File: src/rtl/pulse_peak_capture.sv
// Gated peak/width capture of ADC pulses, one event per gate fall on an AXI-Stream master.
// Define PULSE_TIMESTAMP_EN to append a 32-bit rising-edge timestamp beat to every event.
module pulse_peak_capture #(
    parameter int ADC_WIDTH        = 14,
    parameter int AXIS_TDATA_WIDTH = 32,
    parameter int MIN_WIDTH        = 4
) (
    input  logic                        adc_clk,
    input  logic                        rst,
    input  logic [AXIS_TDATA_WIDTH-1:0] adc_dat_a,
    input  logic                        vgl,
    output logic [AXIS_TDATA_WIDTH-1:0] m_axis_tdata,
    output logic                        m_axis_tvalid,
    output logic                        m_axis_tlast,
    input  logic                        m_axis_tready,
    output logic [15:0]                 evt_cnt,
    output logic [15:0]                 drop_cnt
);

    typedef enum logic {
        IDLE,
        TRACK
    } state_t;

    localparam logic [15:0] MIN_W = 16'(MIN_WIDTH);

    state_t                       state, state_nxt;
    logic signed [ADC_WIDTH-1:0]  data_d;
    logic signed [ADC_WIDTH-1:0]  peak;
    logic signed [15:0]           peak_ext;
    logic [15:0]                  width;
    logic                         vgl_d;
    logic                         buf_free;
    logic                         start;
    logic                         track;
    logic                         load;
    logic                         drop;

`ifdef PULSE_TIMESTAMP_EN
    logic [31:0] ts;
    logic [31:0] ts_lat;
    logic [31:0] ts_buf;
`endif

    assign peak_ext = 16'(peak);
    // A retiring tlast beat frees the slot in the same cycle, allowing back-to-back events.
    assign buf_free = ~m_axis_tvalid | (m_axis_tready & m_axis_tlast);

    always_ff @(posedge adc_clk) begin
        if (rst) state <= IDLE;
        else     state <= state_nxt;
    end

    always_comb begin
        state_nxt = state;
        start     = 1'b0;
        track     = 1'b0;
        load      = 1'b0;
        drop      = 1'b0;
        case (state)
            IDLE: begin
                if (vgl & ~vgl_d) begin
                    state_nxt = TRACK;
                    start     = 1'b1;
                end
            end
            TRACK: begin
                if (vgl) begin
                    track = 1'b1;
                end else begin
                    state_nxt = IDLE;
                    if (width >= MIN_W) begin
                        if (buf_free) load = 1'b1;
                        else          drop = 1'b1;
                    end
                end
            end
            default: state_nxt = IDLE;
        endcase
    end

    always_ff @(posedge adc_clk) begin
        if (rst) begin
            data_d        <= '0;
            vgl_d         <= 1'b1;
            peak          <= '0;
            width         <= '0;
            m_axis_tdata  <= '0;
            m_axis_tvalid <= 1'b0;
            m_axis_tlast  <= 1'b0;
            evt_cnt       <= '0;
            drop_cnt      <= '0;
        end else begin
            data_d <= adc_dat_a[ADC_WIDTH-1:0];
            vgl_d  <= vgl;

            if (start) begin
                peak  <= data_d;
                width <= 16'd1;
            end else if (track) begin
                if (data_d > peak) peak <= data_d;
                if (width != '1)   width <= width + 16'd1;
            end

            if (drop) drop_cnt <= drop_cnt + 16'd1;

            if (load) begin
                m_axis_tdata  <= {width, peak_ext};
                m_axis_tvalid <= 1'b1;
                evt_cnt       <= evt_cnt + 16'd1;
`ifdef PULSE_TIMESTAMP_EN
                m_axis_tlast  <= 1'b0;
`else
                m_axis_tlast  <= 1'b1;
`endif
            end else if (m_axis_tvalid & m_axis_tready) begin
                if (m_axis_tlast) begin
                    m_axis_tvalid <= 1'b0;
                end else begin
`ifdef PULSE_TIMESTAMP_EN
                    m_axis_tdata <= ts_buf;
`endif
                    m_axis_tlast <= 1'b1;
                end
            end
        end
    end

`ifdef PULSE_TIMESTAMP_EN
    always_ff @(posedge adc_clk) begin
        if (rst) begin
            ts     <= '0;
            ts_lat <= '0;
            ts_buf <= '0;
        end else begin
            ts <= ts + 32'd1;
            if (start) ts_lat <= ts;
            if (load)  ts_buf <= ts_lat;
        end
    end
`endif

endmodule

File: config.mk
export PLATFORM = sky130hd
export DESIGN_NAME = pulse_peak_capture
export DESIGN_NICKNAME = d
export VERILOG_FILES = /design/src/rtl/pulse_peak_capture.sv
export SDC_FILE = /design/constraint.sdc
export NUM_CORES = 1
export LEC_CHECK = 0
export BUFFER_PORTS_ARGS = -buffer_cell sky130_fd_sc_hd__buf_2
export CAP_MARGIN = 20
export CORE_ASPECT_RATIO = 0.5
export CORE_MARGIN = 4
export CORE_UTILIZATION = 43
export CTS_BUF_LIST = sky130_fd_sc_hd__clkbuf_8
export DETAILED_ROUTE_END_ITERATION = 8
export GPL_TIMING_DRIVEN = 0
export HOLD_SLACK_MARGIN = 0.08
export PLACE_DENSITY = 0.73
export RECOVER_POWER = 50
export SYNTH_ARGS = -nofsm -noshare
export SYNTH_HDL_FRONTEND = slang
export SYNTH_SLANG_ARGS = --single-unit
File: constraint.sdc
create_clock -name adc_clk -period 3.8 [get_ports adc_clk]
set_input_delay 0.19 -clock adc_clk [delete_from_list [all_inputs] [get_ports adc_clk]]
set_output_delay 0.19 -clock adc_clk [all_outputs]
set_load 0.01 [all_outputs]
==> results.sh <==
export IMPL_cts_tree="yes"
export IMPL_fin_crit_sh_pct=63.99
export IMPL_synth_compound_area_share_pct=12.16
export IMPL_route_detailed_drc=0
export IMPL_path_clk_slew_ps=100
export IMPL_critPathLaunchType="register"
export IMPL_gp_congestion=0.8363
export IMPL_p_clk_share_pct=36.5
export IMPL_timing_fmax_mhz=411.3
export IMPL_dr_total_vias=4165
export IMPL_drtIter0Drc=232
export IMPL_ios=102
export IMPL_nets=730
export IMPL_synth_top_cell_area_share_pct=45.07
export IMPL_peakVddDrop_v=0.0001635
export IMPL_dp_hpwl_mm=8.209
export IMPL_dr_pass1_iters=5
export IMPL_reg2regPathDepth=7
export IMPL_ant_nets=0
export IMPL_period_needed_ps=2431
export IMPL_synth_main_ff_cell="dfxtp_1"
export IMPL_clock_latency_ps=370
export IMPL_p_seq_share_pct=58.0
export IMPL_leakagePower_nw=1.948
export IMPL_synthTopCellsByArea="dfxtp_1 45%, a21oi_1 6.7%, nand2_1 6.1%"
export IMPL_dieArea_um2=13240
export IMPL_setup_slack_ps=1369
export IMPL_synth_edf_count=0
export IMPL_synth_nets=622
export IMPL_portBuffers=83
export IMPL_critical_path_required_ps=4110
export IMPL_finalMaxSlewViolations=0
export IMPL_diodes=0
export IMPL_grt_first_pass_wirelength_mm=18.81
export IMPL_antenna_found_initial=0
export IMPL_place_area_um2=5483
export IMPL_yosysUniqueCellTypes=46
export IMPL_synth_seq_cells=110
export IMPL_cts_resized=0
export IMPL_cts_htree_levels=3
export IMPL_cp_max_fo=10
export IMPL_slew_headroom_pct=61.09
export IMPL_stdcell_count=825
export IMPL_utilization_pct=51.98
export IMPL_holdWs_ps=106.5
export IMPL_max_cap_viol_count=0
export IMPL_initial_core_util_pct=44.23
export IMPL_yosys_area_share_simple_pct=25.69
export IMPL_drt_wl_total_mm=11.34
export IMPL_drive_gt1_share_pct=8.676
export IMPL_synth_fa_ha_area_share_pct=4.609
export IMPL_critPathKind="reg -> reg"
export IMPL_synth_xor_area_share_pct=2.868
export IMPL_crit_chain="inv_1, ha_1, nand4_1, a311o_1, a2111oi_4, buf_6, mux2i_1"
export IMPL_synth_area_leader_cell="dfxtp_1"
export IMPL_dp_cells=796
export IMPL_dpl_worst_slack_ps=1413
export IMPL_wl_per_cell_um=13.74
export IMPL_synth_cell_area_um2=4886
export IMPL_async_reset_ff_share_pct=0
export IMPL_row_count=27
export IMPL_status="complete, no violations"
export IMPL_tns_ps=0
export IMPL_cellPowerDensity_nw_per_um2=353.1
export IMPL_die_w_um=158.8
export IMPL_via_per_inst=5.048
export IMPL_grt_pass1_vias=3852
export IMPL_p_sw_mw=0.4673
export IMPL_critPathMaxStageDelay_ps=560
export IMPL_fin_area_um2=5742
export IMPL_arrival_ps=2740
export IMPL_syn_area_per_cell_um2=8.602
export IMPL_synth_mux_area_share_pct=3.995
export IMPL_rsz0062_at_grt="no"
export IMPL_clock_skew_ps=11.81
export IMPL_synth_top_family_by_area="simple AND/OR/NAND/NOR gates"
export IMPL_power_internal_mw=1.560
export IMPL_setup_viol=0
export IMPL_cpMaxStageDelayCell="a2111oi_4"
export IMPL_core_um2=11050
export IMPL_cts_sinks=110
export IMPL_comb_power_share_pct=5.5
export IMPL_grt_max_degree=18
export IMPL_cts_root_buf="clkbuf_8"
export IMPL_hp_class="in -> reg"
export IMPL_cts_buffers=9
export IMPL_die_y_um=83.38
export IMPL_min_path_cells=2
export IMPL_sw_frac_of_total_pct=23.05
export IMPL_yosysWarnings=0
export IMPL_hold_viol_final=0
export IMPL_end_kind="register"
export IMPL_clockBufferDepth=2
export IMPL_tightest_slew_ps=583.6
export IMPL_finalPower_mw=2.028
export IMPL_gr_usage_all_layers_pct=17.00
export IMPL_ys_seq_area_share_pct=45.07
export IMPL_gr_total_overflow=0
export IMPL_syn_inst=568
export IMPL_area_growth_pct=17.52
cells in the final DEF, fill, tap and decap left out, drive strengths merged, types with 8 or more instances in the layout:
cell type    count
dlygate4sd3     14
nand3           17
ha              18
nor4             8
nor2            29
mux2i           15
inv             31
buf             27
xnor2           12
clkbuf          97
nor2b           19
o21ai           20
nand4           15
a21oi           65
nand2           80
nand2b          29
or3             19
dfxtp          110
state kept, by name, indices dropped and copies added (netlist names):
signal         flops
data_d            14
drop_cnt          16
evt_cnt           16
m_axis_tdata      30
m_axis_tlast       1
m_axis_tvalid      1
peak              14
state              1
vgl_d              1
width             16
worst max-delay path, delay by kind of cell, from the launching register on:
family | cells | cell delay, ps
fa+ha+maj | 1 | 310
simple gates | 1 | 200
buf+inv | 2 | 310
flops | 1 | 380
compound gates | 2 | 970
mux | 1 | 200
area by class of cell:
cell class / count / area, um^2
fillers: 1081 / 5305
multi-input cells: 397 / 2404
flip-flops and latches: 110 / 2202
repair buffers: 97 / 474.2
well taps: 145 / 181.4
plain buffers: 31 / 161.4
clock buffers: 11 / 151.4
inverters: 30 / 112.6
clock inverters: 4 / 55.05
path summary, 6_finish.rpt:
| kind | from | to | slack, ps |
|---|---|---|---|
| setup / recovery | peak[9] | peak[8] | 1370 |
| hold / removal | vgl | vgl_d | 110 |
| setup reg to reg | peak[9] | peak[8] | 1370 |
| hold reg to reg | m_axis_tdata[2] | m_axis_tdata[2] | 460 |
per-layer routing:
metal | part of all wire [%] | up-vias | global-route usage, % | routed length [um]
met5 | 0 | - | 0 | 0
met4 | 1.3 | 0 | 4.331 | 148
met3 | 4.4 | 13 | 4.412 | 495
met2 | 43 | 72 | 26.56 | 4911
met1 | 51 | 1928 | 23.52 | 5780
li1 | - | 2152 | - | -
power by group through the flow:
stage | registers, mW | clock network (mW) | logic (mW)
final | 1.18 | 0.739 | 0.112
after global routing | 1.18 | 0.806 | 0.125
after CTS | 1.18 | 0.760 | 0.112
after detailed placement | 1.20 | 0 | 0.101
after global placement | 1.20 | 0 | 0.0978
after floorplan | 1.20 | 0 | 0.0691
timing repair:
action                    in CTS  in global routing
hold endpoints to repair      14                  0
setup buffers                  0                  0
hold buffers                  14                  0
synth_stat cells, types with 8 or more instances:
master	number
ha_1	18
clkbuf_1	19
dfxtp_1	110
mux2i_1	15
nor2_1	29
o21ai_0	20
nand2_1	80
nor4_1	8
a21oi_1	65
xnor2_1	12
or3_1	15
inv_1	30
nand3_1	17
nand4_1	13
nand2b_1	29
nor2b_1	19
cells by family after synthesis:
logic type,count (synthesis)
multiplexers,19
AND/OR/NAND/NOR,240
flip-flops,110
adder cells (fa/ha/maj),18
AO/OA/AOI/OAI,104
XOR/XNOR,16
buffers and inverters,61
Power figures use the tool's default switching activity.
